[config.mk]
export PLATFORM = sky130hd
export DESIGN_NAME = cnn_sequencer
export DESIGN_NICKNAME = d
export VERILOG_FILES = /design/src/rtl/cnn_sequencer.sv
export SDC_FILE = /design/constraint.sdc
export NUM_CORES = 1
export LEC_CHECK = 0
export CORE_MARGIN = 2
export CORE_UTILIZATION = 60
export CTS_CLUSTER_DIAMETER = 60
export DETAILED_ROUTE_END_ITERATION = 10
export PLACE_DENSITY_LB_ADDON = 0.12
export RECOVER_POWER = 50
export SLEW_MARGIN = 25
export SYNTH_ARGS = -nofsm -noshare
export SYNTH_HDL_FRONTEND = slang
export SYNTH_SLANG_ARGS = --single-unit
[constraint.sdc]
create_clock -name CLK -period 10.9 [get_ports CLK]
set_clock_uncertainty 0.2 [all_clocks]
set_input_delay 1.635 -clock CLK [delete_from_list [all_inputs] [get_ports CLK]]
set_output_delay 1.635 -clock CLK [all_outputs]
set_load 0.03 [all_outputs]
[src/rtl/cnn_sequencer.sv]
// cnn_sequencer: drives a shared MAC through a 3x3 conv over a 5x5 image, a 9x10 FC layer and an argmax.
module cnn_sequencer (
   input  logic               CLK,
   input  logic               RST,
   input  logic               START,
   input  logic               MAC_READY,
   input  logic               ACC_VALID,
   input  logic signed [15:0] ACC,
   output logic               MAC_VALID,
   output logic               MAC_FIRST,
   output logic               MAC_LAST,
   output logic [4:0]         PIX_ADDR,
   output logic [3:0]         KW_ADDR,
   output logic [3:0]         FEAT_ADDR,
   output logic               FEAT_WE,
   output logic [6:0]         FCW_ADDR,
   output logic               BUSY,
   output logic               DONE,
   output logic [3:0]         OUT
);
   localparam logic [2:0] IDLE = 3'd0, CONV = 3'd1, CONV_WAIT = 3'd2, FC = 3'd3, FC_WAIT = 3'd4, FINISH = 3'd5;
   logic [2:0] state;
   logic [3:0] w, t, k, f, best_idx;
   logic signed [15:0] best;
   logic [3:0] r, c, kr, kc;
   always_comb begin
      r = (w >= 4'd6) ? 4'd2 : (w >= 4'd3) ? 4'd1 : 4'd0;
      c = w - (r << 1) - r;
      kr = (t >= 4'd6) ? 4'd2 : (t >= 4'd3) ? 4'd1 : 4'd0;
      kc = t - (kr << 1) - kr;
   end
   assign MAC_VALID = (state == CONV) || (state == FC);
   assign MAC_FIRST = MAC_VALID && ((state == CONV) ? (t == 4'd0) : (f == 4'd0));
   assign MAC_LAST  = MAC_VALID && ((state == CONV) ? (t == 4'd8) : (f == 4'd8));
   assign PIX_ADDR  = 5'((r + kr) * 5 + c + kc);
   assign KW_ADDR   = t;
   assign FEAT_ADDR = (state == FC) ? f : w;
   assign FEAT_WE   = (state == CONV_WAIT) && ACC_VALID;
   assign FCW_ADDR  = 7'(k * 9 + f);
   assign BUSY      = state != IDLE;
   assign DONE      = state == FINISH;
   always_ff @(posedge CLK) begin
      if (RST) begin
         state <= IDLE;
         w <= '0;
         t <= '0;
         k <= '0;
         f <= '0;
         best <= '0;
         best_idx <= '0;
         OUT <= '0;
      end else begin
         case (state)
            IDLE: if (START) begin
               state <= CONV;
               w <= '0;
               t <= '0;
            end
            CONV: if (MAC_READY) begin
               if (t == 4'd8) state <= CONV_WAIT;
               else t <= t + 4'd1;
            end
            CONV_WAIT: if (ACC_VALID) begin
               t <= '0;
               f <= '0;
               if (w == 4'd8) begin
                  state <= FC;
                  k <= '0;
               end else begin
                  state <= CONV;
                  w <= w + 4'd1;
               end
            end
            FC: if (MAC_READY) begin
               if (f == 4'd8) state <= FC_WAIT;
               else f <= f + 4'd1;
            end
            FC_WAIT: if (ACC_VALID) begin
               // strict compare keeps the lower class index on ties
               if (k == 4'd0 || ACC > best) begin
                  best <= ACC;
                  best_idx <= k;
               end
               if (k == 4'd9) state <= FINISH;
               else begin
                  state <= FC;
                  k <= k + 4'd1;
                  f <= '0;
               end
            end
            FINISH: begin
               OUT <= best_idx;
               state <= IDLE;
            end
            default: state <= IDLE;
         endcase
      end
   end
endmodule

==> metrics.csv <==
stage,metric,value,unit
worst_setup_path,WP data arrival,4880,ps
synth,biggest area consumer among synthesized cells,dfxtp_1,
power_and_ir_drop,PwrDens,113.3,nW/µm²
timing,actual slew at the worst max-slew pin,1932,ps
synth,Syn Area/Cell,8.630,µm²
final_layout,fillers,465,
clock_network,Hold Buf Count CTS,0,
clock_network,CTS tree,done,
timing,Final TNS setup,0,ps
worst_setup_path,Worst Setup End Kind,primary output,
timing,Final period util,0.6160,
timing,Max Slew Vio Count,60,
route,initial DRC count,93,
synth,number of flops mapped to enable cells by yosys,0,
worst_setup_path,timing startpoint of the critical path,w[1]$_SDFFE_PP0P_,
global_routing,largest net degree at the start of global routing,60,
worst_setup_path,CP endpoint,PIX_ADDR[4],
clock_network,clk root buf,clkbuf_8,
clock_network,CTS buffer count,5,
timing,slew margin rel.,-0.2878,
floorplanning,IO Count,51,
synth,YS warnings,0,
global_routing,initial antenna violation count,0,
timing,unrepaired setup endpoints after global routing,false,
final_layout,Area Overhead vs Synth,17.95,%
synth,syn nets,506,
route,Via density,5.419,
placed_design,DP Area,4158,µm²
route,Routed Antenna Nets,0,
placed_design,Placer Congestion,0.8193,
outcome,failing checks,"max-capacitance violations, max-slew violations",
floorplanning,core footprint,5886,µm²
power_and_ir_drop,VDD IR max,0.00007477,V
final_layout,Final #Nets,550,
clock_network,# Post-CTS Setup Buffers,0,
clock_network,H-tree depth,2,
clock_network,clock sinks,43,
synth,Cells after Synth,420,
placed_design,DPL Wire Length,5543,µm
worst_setup_path,Worst R2R Setup Slack,7680,ps
global_routing,vias in the first global route,2752,
route,wire length per cell,13.24,µm
worst_setup_path,CP Launch Type,flop,
worst_setup_path,worst r2r src,k[0]$_SDFFE_PP0P_,
route,Vias,2926,
global_routing,first-pass GRT wire length,12320,µm
power_and_ir_drop,Leak,1.879,nW
final_layout,Inserted Diodes,0,
worst_setup_path,R2R Path End,best[7]$_SDFFE_PP0P_,
final_layout,FF+latch area,860.8,µm²
hold_path,hold crit path type,flop to flop,
route,DRT Pass-1 Iters,4,
global_routing,Congestion Overflow GR,0,
floorplanning,Die ar.,6679,µm²
worst_setup_path,Crit Path Category,flop to primary output,
final_layout,area of the multi-input gates,2492,µm²
synth,Area contributors post-synth,"dfxtp_1 (24%), ha_1 (20%), nand2b_1 (8.1%)",
worst_setup_path,"Largest stage delay, worst path",680,ps
synth,Async SR Flop Fraction,0,
floorplanning,Initial Util,0.6159,
clock_network,clk_lat worst skew,300,ps
synth,sequential fraction of the synthesis area,0.2375,
clock_network,clk slew on worst S/H paths,90,ps
route,DRC Markers,0,
route,routed wire length,7149,µm
final_layout,Final Cell Area,4275,µm²
clock_network,worst-case clock buffer depth,2,
worst_setup_path,Worst R2R Path Depth,9,
power_and_ir_drop,PnR Total Power,0.4843,mW
timing,fmax,0.1489,GHz
synth,share of the synthesized area in the top cell type,0.2375,
synth,synthesized flop and latch total,43,
synth,ys flop type,dfxtp_1,
floorplanning,Die X,81.73,µm
worst_setup_path,crit-path max FO,10,
final_layout,share of layout cells above drive strength 1,0.03226,
job,MaxCap Viol Count,1,
worst_setup_path,Crit-path slowest cell,clkdlybuf4s50_1,
worst_setup_path,Crit path top cell by count,ha_1,
clock_network,"Gates resized, CTS repair",0,
outcome,outcome,"complete, but fails checks",
timing,Final Hold Vio Count,0,
synth,Post-Synthesis Cell Area,3625,µm²
placed_design,count of input and output buffers,50,
global_routing,gr usage total,0.2350,
worst_setup_path,worst-path cell chain,ha_1 > or3_1 > inv_1 > nor2_1 > ha_1 > inv_1 > ha_1 > o21ai_0 > nand2b_1 > nor3b_1 > a31oi_1 > fa_1 > fa_1 > inv_1 > ha_1 > a21oi_1 > xnor2_1 > clkdlybuf4s50_1,
timing,Period minus WS final,6714,ps
worst_setup_path,Worst EP required,9070,ps
timing,final setup fails,0,
floorplanning,# rows,28,
synth,Yosys cell types,44,
floorplanning,Die Ht,81.73,µm
[registers in the layout, indices dropped and copies added (netlist names)]
name,flops
KW_ADDR,4
OUT,4
best,16
best_idx,4
f,4
k,4
state,3
w,4
[layout make-up]
cell class,instances,area share
Clock buffer,6,0.01932
Tap cell,75,0.02195
Multi-Input combinational cell,310,0.5830
Clock inverter,2,0.009072
Sequential cell,43,0.2013
Inverter,52,0.04565
Timing Repair Buffer,52,0.1197
[cells by family after synthesis]
group           count (synthesis)  synth area share
compound gates                 60           0.09734
xor+xnor                       21           0.05074
fa+ha+maj                      65            0.2409
buf+inv                        67           0.07594
flops                          43            0.2375
mux                            31           0.08630
simple gates                  133            0.2113
[power by group]
group / switching, mW / internal (mW) / leakage, nW
Sequential: 0.0154 / 0.163 / 0.347
Clock: 0.0602 / 0.0754 / 0.0618
Combinational: 0.0964 / 0.0734 / 1.47
Total: 0.172 / 0.312 / 1.88
[per-stage QoR]
step / instances / util / hold WS [ps] / worst slack (ps)
3_5_place_dp: 532 / 0.7064 / 264.7 / 4527
6_report: 540 / 0.7264 / 280.6 / 4186
2_1_floorplan: 420 / - / 248.0 / 5128
5_1_grt: 540 / 0.7264 / 299.8 / 3896
3_3_place_gp: 532 / 0.7064 / 258.3 / 4655
4_1_cts: 540 / 0.7270 / 285.5 / 4189
[worst min-delay path by stage]
stage / start / to / slack [ps] / depth (start not counted)
3_3_place_gp: best_idx[3]$_SDFFE_PP0P_ / best_idx[3]$_SDFFE_PP0P_ / 260 / 2
4_1_cts: best[6]$_SDFFE_PP0P_ / best[6]$_SDFFE_PP0P_ / 290 / 2
2_1_floorplan: best_idx[0]$_SDFFE_PP0P_ / best_idx[0]$_SDFFE_PP0P_ / 250 / 2
3_5_place_dp: best[6]$_SDFFE_PP0P_ / best[6]$_SDFFE_PP0P_ / 260 / 2
6_report: best[10]$_SDFFE_PP0P_ / best[10]$_SDFFE_PP0P_ / 280 / 2
5_1_grt: best[1]$_SDFFE_PP0P_ / best[1]$_SDFFE_PP0P_ / 300 / 2
[cell usage in the layout, fill, tap and decap left out, drive strengths merged, types with 8 or more instances in the layout]
| cell type | netlist | routed |
|---|---|---|
| a21oi | 27 | 27 |
| clkdlybuf4s50 | 0 | 36 |
| dfxtp | 43 | 43 |
| dlygate4sd3 | 0 | 14 |
| fa | 8 | 8 |
| ha | 57 | 57 |
| inv | 52 | 53 |
| mux2i | 29 | 29 |
| nand2 | 12 | 12 |
| nand2b | 47 | 47 |
| nor2 | 24 | 24 |
| o21ai | 16 | 16 |
| xnor2 | 11 | 11 |
| xor2 | 10 | 10 |
[worst max-delay path, delay by kind of cell, from the launching register on]
kind | cells | cell delay [ps]
adder cells (fa/ha/maj) | 6 | 2030
buffers and inverters | 4 | 860
AND/OR/NAND/NOR | 4 | 730
AO/OA/AOI/OAI | 3 | 410
flip-flops | 1 | 410
XOR/XNOR | 1 | 130
[synthesized netlist by cell type (2+ instances only)]
cell / instances
o21ai_1: 2
mux2i_1: 29
nand2b_1: 47
nand3b_1: 7
xor2_1: 10
nand2_1: 12
inv_1: 52
or2_1: 2
o21bai_1: 2
and3_1: 2
or3_1: 6
nand3_1: 5
mux2_2: 2
nor2b_1: 4
buf_4: 2
xnor2_1: 11
dfxtp_1: 43
ha_1: 57
o21ai_0: 13
nor2_1: 24
a31oi_1: 2
nor3b_1: 7
a21o_1: 6
buf_6: 2
nor3_1: 4
a21oi_1: 27
clkbuf_1: 10
fa_1: 8
nand4_1: 6
or3b_1: 2
[per-layer routing]
layer | share of wire | global-route usage
met1 | 0.46 | 0.2974
met3 | 0.028 | 0.04066
met2 | 0.50 | 0.4106
met4 | 0.011 | 0.06333
met5 | 0 | 0
No activity file was read; power rests on OpenSTA's default activity.
